--- src/rtl/mult8b_rev_seq_if.sv ---
// Request/response bundle between a client and the reversible-multiplier sequencer.
// The client pushes forward computes, requests uncomputes and sees results and LIFO occupancy.
interface mult8b_rev_seq_if #(
    parameter int unsigned DEPTH = 4
);
    localparam int unsigned CW = $clog2(DEPTH + 1);

    logic          fwd_valid;
    logic          fwd_ready;
    logic [7:0]    fwd_a;
    logic [7:0]    fwd_b;
    logic          res_valid;
    logic [15:0]   res_p;
    logic          bwd_valid;
    logic          bwd_ready;
    logic          rec_valid;
    logic [7:0]    rec_a;
    logic [7:0]    rec_b;
    logic [CW-1:0] stack_cnt;

    modport master (
        output fwd_valid, fwd_a, fwd_b, bwd_valid,
        input  fwd_ready, res_valid, res_p, bwd_ready, rec_valid, rec_a, rec_b, stack_cnt
    );

    modport slave (
        input  fwd_valid, fwd_a, fwd_b, bwd_valid,
        output fwd_ready, res_valid, res_p, bwd_ready, rec_valid, rec_a, rec_b, stack_cnt
    );
endinterface

--- src/rtl/mult8b_rev_seq.sv ---
// Sequencer for the bidirectional reversible 8x8 multiplier: owns the macro dir pin, inserts
// turnaround/settle time and keeps forward results {p, garbage} on a LIFO for later uncompute.
module mult8b_rev_seq #(
    parameter int unsigned SETTLE_CYC = 2,
    parameter int unsigned TURN_CYC   = 1,
    parameter int unsigned DEPTH      = 4
) (
    input  logic               clk,
    input  logic               rst,
    mult8b_rev_seq_if.slave    host,
    output logic               m_dir,
    output logic [7:0]         m_f_a,
    output logic [7:0]         m_f_b,
    input  logic [15:0]        m_f_p,
    input  logic [62:0]        m_f_garb,
    output logic [15:0]        m_r_p,
    output logic [62:0]        m_r_garb,
    input  logic [7:0]         m_r_a,
    input  logic [7:0]         m_r_b
);
    localparam int unsigned CW      = $clog2(DEPTH + 1);
    localparam int unsigned AW      = (DEPTH < 2) ? 1 : $clog2(DEPTH);
    localparam int unsigned EW      = 79;
    localparam int unsigned CTMAX   = (SETTLE_CYC > TURN_CYC) ? SETTLE_CYC : TURN_CYC;
    localparam int unsigned CTW     = (CTMAX <= 2) ? 1 : $clog2(CTMAX);
    localparam int unsigned SET_LD  = SETTLE_CYC - 1;
    localparam int unsigned TURN_LD = (TURN_CYC == 0) ? 0 : TURN_CYC - 1;

    typedef enum logic [1:0] {IDLE, TURN, FSET, BSET} state_t;

    state_t         state_q, state_d;
    logic [CTW-1:0] ctr_q, ctr_d;
    logic [CW-1:0]  cnt_d;
    logic           dir_d;
    logic [7:0]     fa_d, fb_d;
    logic [15:0]    rp_d;
    logic [62:0]    rgarb_d;
    logic           resv_d, recv_d;
    logic [15:0]    resp_d;
    logic [7:0]     reca_d, recb_d;
    logic           fready_d, bready_d;
    logic           push;
    logic [EW-1:0]  mem [DEPTH];
    logic [EW-1:0]  top_c;

    assign top_c = mem[AW'(host.stack_cnt - CW'(1))];

    // Next-state and next-output logic; the TURN target is implied by the already-flipped dir.
    always_comb begin
        state_d = state_q;
        ctr_d   = ctr_q;
        cnt_d   = host.stack_cnt;
        dir_d   = m_dir;
        fa_d    = m_f_a;
        fb_d    = m_f_b;
        rp_d    = m_r_p;
        rgarb_d = m_r_garb;
        resv_d  = 1'b0;
        resp_d  = host.res_p;
        recv_d  = 1'b0;
        reca_d  = host.rec_a;
        recb_d  = host.rec_b;
        push    = 1'b0;
        case (state_q)
            IDLE: begin
                if (host.bwd_valid && host.bwd_ready) begin
                    {rp_d, rgarb_d} = top_c;
                    cnt_d = host.stack_cnt - CW'(1);
                    if (m_dir || TURN_CYC == 0) begin
                        state_d = BSET;
                        ctr_d   = CTW'(SET_LD);
                    end else begin
                        state_d = TURN;
                        ctr_d   = CTW'(TURN_LD);
                    end
                    dir_d = 1'b1;
                end else if (host.fwd_valid && host.fwd_ready) begin
                    fa_d = host.fwd_a;
                    fb_d = host.fwd_b;
                    if (!m_dir || TURN_CYC == 0) begin
                        state_d = FSET;
                        ctr_d   = CTW'(SET_LD);
                    end else begin
                        state_d = TURN;
                        ctr_d   = CTW'(TURN_LD);
                    end
                    dir_d = 1'b0;
                end
            end
            TURN: begin
                if (ctr_q == '0) begin
                    state_d = m_dir ? BSET : FSET;
                    ctr_d   = CTW'(SET_LD);
                end else begin
                    ctr_d = ctr_q - CTW'(1);
                end
            end
            FSET: begin
                if (ctr_q == '0) begin
                    push    = 1'b1;
                    cnt_d   = host.stack_cnt + CW'(1);
                    resp_d  = m_f_p;
                    resv_d  = 1'b1;
                    state_d = IDLE;
                end else begin
                    ctr_d = ctr_q - CTW'(1);
                end
            end
            BSET: begin
                if (ctr_q == '0) begin
                    reca_d  = m_r_a;
                    recb_d  = m_r_b;
                    recv_d  = 1'b1;
                    state_d = IDLE;
                end else begin
                    ctr_d = ctr_q - CTW'(1);
                end
            end
            default: state_d = IDLE;
        endcase
        fready_d = (state_d == IDLE) && (cnt_d != CW'(DEPTH));
        bready_d = (state_d == IDLE) && (cnt_d != '0);
    end

    always_ff @(posedge clk) begin
        if (rst) begin
            state_q        <= IDLE;
            ctr_q          <= '0;
            host.stack_cnt <= '0;
            m_dir          <= 1'b0;
            m_f_a          <= '0;
            m_f_b          <= '0;
            m_r_p          <= '0;
            m_r_garb       <= '0;
            host.res_valid <= 1'b0;
            host.res_p     <= '0;
            host.rec_valid <= 1'b0;
            host.rec_a     <= '0;
            host.rec_b     <= '0;
            host.fwd_ready <= 1'b1;
            host.bwd_ready <= 1'b0;
        end else begin
            state_q        <= state_d;
            ctr_q          <= ctr_d;
            host.stack_cnt <= cnt_d;
            m_dir          <= dir_d;
            m_f_a          <= fa_d;
            m_f_b          <= fb_d;
            m_r_p          <= rp_d;
            m_r_garb       <= rgarb_d;
            host.res_valid <= resv_d;
            host.res_p     <= resp_d;
            host.rec_valid <= recv_d;
            host.rec_a     <= reca_d;
            host.rec_b     <= recb_d;
            host.fwd_ready <= fready_d;
            host.bwd_ready <= bready_d;
        end
    end

    // LIFO storage; contents are don't-care above the occupancy pointer, so no reset.
    always_ff @(posedge clk) begin
        if (!rst && push) begin
            mem[AW'(host.stack_cnt)] <= {m_f_p, m_f_garb};
        end
    end
endmodule

--- src/flat_wrapper.sv ---
// flat-port wrapper written by rule: the top's interface ports become plain ports
module mult8b_rev_seq_flat 
#(
    parameter int unsigned SETTLE_CYC = 2,
    parameter int unsigned TURN_CYC   = 1,
    parameter int unsigned DEPTH      = 4
)
  (clk, rst, m_dir, m_f_a, m_f_b, m_f_p, m_f_garb, m_r_p, m_r_garb, m_r_a, m_r_b, host_fwd_valid, host_fwd_a, host_fwd_b, host_bwd_valid, host_fwd_ready, host_res_valid, host_res_p, host_bwd_ready, host_rec_valid, host_rec_a, host_rec_b, host_stack_cnt);
  mult8b_rev_seq_if #(.DEPTH(DEPTH)) host_i ();
  input  logic clk;
  input  logic rst;
  output logic m_dir;
  output logic [7:0] m_f_a;
  output logic [7:0] m_f_b;
  input  logic [15:0] m_f_p;
  input  logic [62:0] m_f_garb;
  output logic [15:0] m_r_p;
  output logic [62:0] m_r_garb;
  input  logic [7:0] m_r_a;
  input  logic [7:0] m_r_b;
  input wire logic [$bits(host_i.fwd_valid)-1:0] host_fwd_valid;
  input wire logic [$bits(host_i.fwd_a)-1:0] host_fwd_a;
  input wire logic [$bits(host_i.fwd_b)-1:0] host_fwd_b;
  input wire logic [$bits(host_i.bwd_valid)-1:0] host_bwd_valid;
  output wire logic [$bits(host_i.fwd_ready)-1:0] host_fwd_ready;
  output wire logic [$bits(host_i.res_valid)-1:0] host_res_valid;
  output wire logic [$bits(host_i.res_p)-1:0] host_res_p;
  output wire logic [$bits(host_i.bwd_ready)-1:0] host_bwd_ready;
  output wire logic [$bits(host_i.rec_valid)-1:0] host_rec_valid;
  output wire logic [$bits(host_i.rec_a)-1:0] host_rec_a;
  output wire logic [$bits(host_i.rec_b)-1:0] host_rec_b;
  output wire logic [$bits(host_i.stack_cnt)-1:0] host_stack_cnt;
  assign host_i.fwd_valid = host_fwd_valid;
  assign host_i.fwd_a = host_fwd_a;
  assign host_i.fwd_b = host_fwd_b;
  assign host_i.bwd_valid = host_bwd_valid;
  assign host_fwd_ready = host_i.fwd_ready;
  assign host_res_valid = host_i.res_valid;
  assign host_res_p = host_i.res_p;
  assign host_bwd_ready = host_i.bwd_ready;
  assign host_rec_valid = host_i.rec_valid;
  assign host_rec_a = host_i.rec_a;
  assign host_rec_b = host_i.rec_b;
  assign host_stack_cnt = host_i.stack_cnt;
  mult8b_rev_seq #(.SETTLE_CYC(SETTLE_CYC), .TURN_CYC(TURN_CYC), .DEPTH(DEPTH)) u_core (.clk(clk), .rst(rst), .host(host_i), .m_dir(m_dir), .m_f_a(m_f_a), .m_f_b(m_f_b), .m_f_p(m_f_p), .m_f_garb(m_f_garb), .m_r_p(m_r_p), .m_r_garb(m_r_garb), .m_r_a(m_r_a), .m_r_b(m_r_b));
endmodule
--- config.mk ---
export PLATFORM = sky130hd
export DESIGN_NAME = mult8b_rev_seq_flat
export DESIGN_NICKNAME = d
export VERILOG_FILES = /design/src/rtl/mult8b_rev_seq_if.sv /design/src/rtl/mult8b_rev_seq.sv /design/src/flat_wrapper.sv
export SDC_FILE = /design/constraint.sdc
export NUM_CORES = 1
export LEC_CHECK = 0
export ABC_AREA = 1
export CORE_ASPECT_RATIO = 1.2
export CORE_MARGIN = 2
export CORE_UTILIZATION = 60
export CTS_BUF_LIST = sky130_fd_sc_hd__clkbuf_8
export CTS_CLUSTER_DIAMETER = 30
export DETAILED_ROUTE_END_ITERATION = 7
export GPL_ROUTABILITY_DRIVEN = 0
export GPL_TIMING_DRIVEN = 0
export PLACE_DENSITY = 0.87
export SYNTH_ARGS = -nofsm -noshare
export SYNTH_HDL_FRONTEND = slang
export SYNTH_SLANG_ARGS = --single-unit
--- constraint.sdc ---
create_clock -name clk -period 12.1 [get_ports clk]
set_input_delay 2.42 -clock clk [delete_from_list [all_inputs] [get_ports clk]]
set_output_delay 2.42 -clock clk [all_outputs]
set_load 0.005 [all_outputs]
## Yosys cells after proc, flatten, opt, wreduce, memory -nomap -nowiden

Memory sizes are Yosys's and may differ from the RTL's. A register that Yosys moved wholly into a read port is not among the register bits.
Cells that the tools add are included.

- Memories: 1
- Input bits: 115
- RAM bits: 316
- Bits in registers: 59

- Bitwise gates (word level): 3
- Equality and inequality tests: 5
- Multiplexer cells: 24
- Reduce and logical (&&, ||, !) cells: 17
- Add/sub/neg operators: 3

Memory list:

| memory | words | bits a word | read ports | clocked after memory_dff | write ports | RTL line | RTL |
|---|---|---|---|---|---|---|---|
| u_core.mem | 4 | 79 | 1 | 1 | 1 | mult8b_rev_seq.sv:43 | `logic [EW-1:0] mem [DEPTH];` |

Operators by type and width:

| cell | number |
|---|---|
| $mux 1 | 13 |
| $mux 2 | 6 |
| $reduce_and 2->1 | 4 |
| $mux 3 | 2 |
| $pmux 2 s3 | 1 |
| $pmux 3 s2 | 1 |
| $logic_and 1x1->1 | 5 |
| $eq 2x2->1 const B | 2 |
| $logic_not 2->1 | 2 |
| $reduce_or 2->1 | 2 |
| $add 3x1->3 const B | 1 |
| $ne 3x1->1 const B | 1 |
| $ne 3x3->1 const B | 1 |
| $not 1->1 | 3 |
| $pmux 1 s3 | 1 |
| $reduce_and 3->1 | 1 |
| $reduce_bool 3->1 | 1 |
| $sub 3x1->3 const B | 1 |
| $eq 2x1->1 const B | 1 |
| $reduce_bool 2->1 | 1 |
| $logic_not 1->1 | 1 |
| $sub 1x1->1 const B | 1 |

## Longest topological paths before layout

Gate-level depths: netlist of the first run.

- Depth in word-level cells: 6
- Depth in mapped cells: 14

## Least setup slack after synthesis of the first run

OpenSTA, ideal clock, no wires.

- Path kind: in2reg
- From: input rst
- To: memory u_core.mem[0][0] (enable)
- Cell stages on the path: 5
- Slack: 5.349 ns
- Buffers on the path: 2
- Required time: 11.583 ns
- Data arrival time: 6.234 ns
- Cells stage by stage: buf_2 -> clkbuf_1 -> nor2_1 -> inv_1 -> nor2_1

- Word-level cells in the longest chain between the ends: 4

RTL lines:

| item | RTL line | RTL |
|---|---|---|
| from (decl) | flat_wrapper.sv:11 | `input logic rst;` |
| $logic_not 1->1 | mult8b_rev_seq.sv:163 | `if (!rst && push) begin` |
| $logic_and 1x1->1 | mult8b_rev_seq.sv:163 |  |
| $mux 1 | mult8b_rev_seq.sv:163 |  |
| $mux 1 (not written as such) | mult8b_rev_seq.sv:164 | `mem[AW'(host.stack_cnt)] <= {m_f_p, m_f_garb};` |
| to (decl) | mult8b_rev_seq.sv:43 |  |

No other way between the ends.

## Worst setup path in the final report of the first run

- From: input rst
- To: memory u_core.mem[2][1] (enable)

The elaborated chain is that of the path after synthesis.

==> results by group, run 1 <==
Timing
  • Final setup violation count: 0
  • Worst-margin pin slew: 0.865 ns
  • Unrepaired setup endpoints after global routing: false
  • Worst hold margin: 0.471 ns
  • Post-route clock period utilization: 34.4%
  • Final hold vios: 0
  • Final critical-path required period: 4.16 ns
  • Maximum clock rate: 240 MHz
  • Relative slew slack: 42.3%
  • Setup_tns: 0 ns
  • Layout Skew: 0.0300 ns
  • Slew Limit Fails: 0

Synth
  • Most used flip-flop cell after synthesis: edfxtp_1
  • Syn Std Cell Area: 17000 um^2
  • Share of synthesized registers carrying an async set or reset: 0%
  • Post-synthesis sequential area ratio: 72.0%
  • Synth cell types: 25
  • Synthesized net count: 1627
  • Ys Warns: 0
  • Syn avg cell area: 11.3 um^2
  • Syn Inst Count: 1508
  • Seq cells post-synth: 454
  • Post-synth EDFFs: 316

Routing
  • Wire per inst: 20.1 um
  • Vias per cell: 5.74
  • Routed WL: 45900 um
  • DR DRC count: 0
  • DR vias: 13100
  • DRT iter0 DRCs: 1350
  • DR pass1 iterations: 5
  • Routed Antenna Nets: 0

CTS
  • Bufs on Longest Clock Path: 3
  • Postcts setup bufs: 0
  • Number of hold buffers added after cts: 0
  • Clock root cell: clkbuf_8
  • CTS H-Tree Depth: 3
  • CTS resizes: 0
  • CTS tree: done
  • Clock Latency Late Sink: 0.60 ns
  • CTS Buf Count: 75
  • Clock Pin Slew Worst Setup and Hold Paths: 0.06 ns
  • Clock sinks: 454

Global routing
  • Routing usage on met3: 7.08%
  • Layer with the highest usage: met2
  • Pin count of the biggest net entering global routing: 31
  • M1 GR Usage: 36.4%
  • First-pass GRT wire length: 69100 um
  • Initial antenna violation count: 2
  • Grt ovf: 0
  • M2 GR Usage: 53.6%
  • Vias in the first global route: 13200
  • Total GRT Usage: 30.7%

Worst setup path
  • CP required: 12.37 ns
  • Arr. time, crit path: 4.43 ns
  • Cell family with most CP delay: buffers and inverters
  • R2r startpoint: u_core.host.stack_cnt[0]
  • Crit path from: rst
  • CP Max Fanout: 24
  • Cell Chain, Critical Path: buf_2 -> clkbuf_1 -> nor2_1 -> inv_1 -> nor2_4 -> buf_12 -> buf_12
  • Worst setup SP type: input port
  • CP max stage delay: 0.55 ns
  • Critical path type: in -> reg
  • WP buf/inv: 5
  • Slowest-stage cell, CP: nor2_4
  • Top cell by count, worst path: buf_12
  • CP Capture Type: register

Power and ir drop
  • VDD IR-drop max: 0.000137 V
  • Total Power: 0.00474 W
  • Pleak: 8.42 nW
  • Switching Fraction: 32.9%
  • P per Cell Area: 215 nW/um^2
  • Power Internal: 0.00318 W
  • Clock power frac: 31.3%
  • Logic pwr share: 29.3%
  • Sequential power share: 39.3%
  • P_sw: 0.00156 W

Layout
  • Final core utilization: 78.8%
  • Most frequent cells in the layout: nor2_1 (391), edfxtp_1 (316), clkdlybuf4s50_1 (248), o21ai_0 (223), dfxtp_1 (138)
  • FILL cells: 1589
  • Commonest non-fill, non-tap cell in the layout: nor2_1
  • Syn-to-layout area delta: 29.3%
  • Total Nets Final: 1965
  • Layout cells sized above 1: 9.71%

Die
  • Num ports: 250
  • Die X: 158 um
  • Row count: 67
  • Initial Util: 61.0%
  • Die height: 189 um
  • Full die area: 29700 um^2
  • Core area: 27900 um^2

Job
  • Max cap viols: 0

Place
  • I/O Buffers: 248
  • Post-detail-place hpwl: 29300 um

Outcome
  • Status: finished, final reports clean

Hold path
  • HP Class: reg -> reg
  • Hold path startpoint: u_core.m_f_b[3]
==> sequential cells by signal (all words and copies together), names as in the netlist <==
name	cells
u_core.ctr_q	1
u_core.host.bwd_ready	1
u_core.host.fwd_ready	1
u_core.host.rec_a	8
u_core.host.rec_b	8
u_core.host.rec_valid	1
u_core.host.res_p	16
u_core.host.res_valid	1
u_core.host.stack_cnt	3
u_core.m_dir	1
u_core.m_f_a	8
u_core.m_f_b	8
u_core.m_r_garb	63
u_core.m_r_p	16
u_core.mem	316
u_core.state_q	2
==> cells in the mapped netlist, types with 2 or more instances <==
master    instances  area [um^2]
o22ai_1          79          494
o21ai_1          50          250
nand2_1          44          165
clkbuf_2          5         25.0
inv_2             5         18.8
edfxtp_1        316         9490
buf_2            17         85.1
buf_4            18          135
inv_1            95          357
dfxtp_1         138         2760
nand3_1          37          185
nor2_1          395         1480
o21ai_0         223         1120
clkbuf_1         45          169
a21oi_1          18         90.1
buf_6             4         45.0
nand2_2           3         18.8
buf_1             5         18.8
nor2_4            2         22.5
ha_1              4         50.1
==> final timing paths <==
| check | to | slack (ns) | cells past startpoint |
|---|---|---|---|
| worst max register to register | u_core.m_r_garb[59] | 9.06 | 11 |
| worst min-delay path | u_core.m_f_b[3] | 0.47 | 2 |
| worst max-delay path | u_core.mem[2][1] | 7.94 | 7 |
| worst min register to register | u_core.m_f_b[3] | 0.47 | 2 |
==> cell families (layout without fill, tap and decap cells) <==
kind of cell	Yosys count	after routing	synth area share [%]
compound gates	372	372	11.5
flops	454	454	72.0
fa+ha+maj	4	4	0.294
other cells	0	2	0
simple gates	483	483	11.2
buf+inv	195	593	5.03
==> area by class of cell <==
class / instances / area [um^2] / share of cell area [%]
Sequential cell: 454 / 12300 / 55.7
Timing Repair Buffer: 261 / 2800 / 12.7
Inverter: 101 / 379 / 1.72
Multi-Input combinational cell: 859 / 3940 / 17.9
Buffer: 94 / 478 / 2.17
Clock buffer: 82 / 1130 / 5.13
Tap cell: 379 / 474 / 2.15
Clock inverter: 55 / 554 / 2.52
Antenna cell: 2 / 5.00 / 0.0227
==> power by group through the flow <==
stage               Sequential [W]  Combinational [W]  Clock [W]
global placement           0.00190            0.00127          0
CTS                        0.00186            0.00136    0.00149
detailed placement         0.00189            0.00134          0
floorplan                  0.00189           0.000773          0
global route               0.00187            0.00150    0.00156
finish                     0.00186            0.00139    0.00148
==> worst reg2reg max path, cell delays in order, from the launching register on <==
cell and delay, ns:
dfxtp_1 0.34, buf_4 0.21, inv_2 0.25, buf_4 0.26
buf_4 0.24, ha_1 0.26, inv_1 0.35, buf_1 0.45
o21ai_0 0.22, o22ai_1 0.22, o21ai_0 0.11, inv_1 0.07
==> through the flow <==
step           area, um^2  instances  worst slack [ns]
2_1_floorplan       17000       1508              5.35
3_3_place_gp        20000       2135              2.43
3_5_place_dp        20300       2148              7.38
4_1_cts             22000       2285              7.97
5_1_grt             22000       2287              7.86
6_report            22000       2287              7.94
==> routing by layer <==
layer	part of all wire (%)	vias up	wire [um]
met5	0	-	0
met2	52	856	23700
li1	-	5912	-
met4	3.1	0	1440
met1	34	6233	15800
met3	11	124	4990
Note: power is estimated with default switching activity, not from simulation.
==> run 2, diff against run 1 <==
--- a/config.mk
+++ b/config.mk
@@ -8,13 +8,13 @@
 export ABC_AREA = 1
 export CORE_ASPECT_RATIO = 1.2
 export CORE_MARGIN = 2
-export CORE_UTILIZATION = 60
+export CORE_UTILIZATION = 51
 export CTS_BUF_LIST = sky130_fd_sc_hd__clkbuf_8
 export CTS_CLUSTER_DIAMETER = 30
 export DETAILED_ROUTE_END_ITERATION = 7
 export GPL_ROUTABILITY_DRIVEN = 0
 export GPL_TIMING_DRIVEN = 0
-export PLACE_DENSITY = 0.87
+export PLACE_DENSITY = 0.79
 export SYNTH_ARGS = -nofsm -noshare
 export SYNTH_HDL_FRONTEND = slang
 export SYNTH_SLANG_ARGS = --single-unit
==> constraint.sdc (replaced) <==
create_clock -name clk -period 3.4 [get_ports clk]
set_input_delay 0.68 -clock clk [delete_from_list [all_inputs] [get_ports clk]]
set_output_delay 0.68 -clock clk [all_outputs]
set_load 0.005 [all_outputs]
==> results by group, run 2 (synthesis results as in run 1) <==
Global routing
  • Initial antenna violation count: 3
  • Total GRT Usage: 25.6%
  • Pin count of the biggest net entering global routing: 29
  • Vias in the first global route: 13100
  • Grt ovf: 0
  • First-pass GRT wire length: 68000 um

Job
  • Max cap viols: 0

Timing
  • Final setup violation count: 0
  • Maximum clock rate: 333 MHz
  • Unrepaired setup endpoints after global routing: false
  • Final critical-path required period: 3.00 ns
  • Relative slew slack: 42.6%
  • Layout Skew: 0.0252 ns
  • Final hold vios: 0
  • Slew Limit Fails: 0
  • Worst-margin pin slew: 0.860 ns
  • Post-route clock period utilization: 88.3%

Die
  • Core area: 33000 um^2
  • Die X: 171 um
  • Row count: 73
  • Die height: 204 um
  • Full die area: 34900 um^2
  • Num ports: 250
  • Initial Util: 51.6%

Routing
  • DR vias: 12700
  • Routed Antenna Nets: 0
  • Routed WL: 44800 um
  • DRT iter0 DRCs: 1034
  • DR DRC count: 0
  • Vias per cell: 5.38
  • Wire per inst: 18.9 um
  • DR pass1 iterations: 6

Layout
  • Max FFs per register: 316
  • Commonest non-fill, non-tap cell in the layout: nor2_1
  • Largest Register: u_core.mem
  • Top Registers: u_core.mem x316, u_core.m_r_garb x63
  • Cell Count, Final, Fillers Out: 2366
  • Final core utilization: 66.8%
  • Most frequent cells in the layout: nor2_1 (391), edfxtp_1 (316), clkdlybuf4s50_1 (248), o21ai_0 (223), dfxtp_1 (138)
  • Syn-to-layout area delta: 29.3%
  • Layout cells sized above 1: 10.0%
  • Total Nets Final: 1967

Place
  • Post-detail-place hpwl: 29500 um
  • I/O Buffers: 248
  • Post-placement cell count: 2218

CTS
  • CTS Buf Count: 78
  • Number of hold buffers added after cts: 0
  • Postcts setup bufs: 0
  • CTS resizes: 0
  • CTS H-Tree Depth: 3
  • Clock sinks: 454
  • Clock Pin Slew Worst Setup and Hold Paths: 0.06 ns
  • Clock Latency Late Sink: 0.59 ns
  • Bufs on Longest Clock Path: 3
  • Clock root cell: clkbuf_8
  • CTS tree: done

Worst setup path
  • CP Max Fanout: 11
  • FF-to-FF setup slack: 0.40 ns
  • Arr. time, crit path: 3.54 ns
  • Worst setup SP type: register
  • CP Capture Type: register
  • Critical path type: reg -> reg
  • CP required: 3.94 ns

Power and ir drop
  • P per Cell Area: 751 nW/um^2
  • Pleak: 8.37 nW
  • VDD IR-drop max: 0.000460 V

Hold path
  • HP Class: reg -> reg

Outcome
  • Status: finished, final reports clean
## run 2: cell type report
type / count / area, um^2
inverters: 101 / 379
well taps: 450 / 563
clock buffers: 85 / 1170
diodes: 3 / 7.51
clock inverters: 60 / 470
fillers: 2414 / 11000
flip-flops and latches: 454 / 12300
repair buffers: 260 / 2750
plain buffers: 94 / 478
multi-input cells: 859 / 3940
## run 2: worst max-delay path, stage by stage (launching register included)
cell and delay [ns]:
dfxtp_1 0.39, buf_4 0.24, inv_2 0.15, buf_4 0.22, buf_4 0.20, ha_1 0.30
buf_2 0.30, clkbuf_1 0.46, o21ai_0 0.17, o22ai_1 0.29, o21ai_0 0.14, inv_1 0.07
## run 2: power breakdown
group | total [W] | internal (W) | switching, W
registers | 0.00662 | 0.00640 | 0.000227
clock network | 0.00505 | 0.00281 | 0.00223
logic | 0.00486 | 0.00179 | 0.00307
## run 2: per-stage QoR
step	instance area [um^2]	worst slack, ns	setup TNS (ns)	total power, W	hold WS, ns
floorplan	17000	-0.309	-97.52	0.00949	0.456
finish	22000	0.396	0	0.0165	0.462
global route	22000	0.273	0	0.0173	0.482
detailed placement	20400	0.417	0	0.0115	0.457
global placement	20100	-2.38	-733.57	0.0113	0.448
CTS	22000	0.481	0	0.0165	0.465
## run 2: metal layers
metal	up-vias	wire [um]	track usage, %	part of all wire [%]
met2	619	22400	44.1	50
li1	5922	-	-	-
met3	121	4080	6.39	9.1
met4	0	1540	12.1	3.4
met1	6068	16800	30.0	37
met5	-	0	0	0
## run 2: path summary, 6_finish.rpt
kind                             from                  end  cells after the start
min reg2reg           u_core.m_f_a[1]      u_core.m_f_a[1]                      2
max reg2reg  u_core.host.stack_cnt[0]  u_core.m_r_garb[16]                     11
min                   u_core.m_f_a[1]      u_core.m_f_a[1]                      2
max          u_core.host.stack_cnt[0]  u_core.m_r_garb[16]                     11
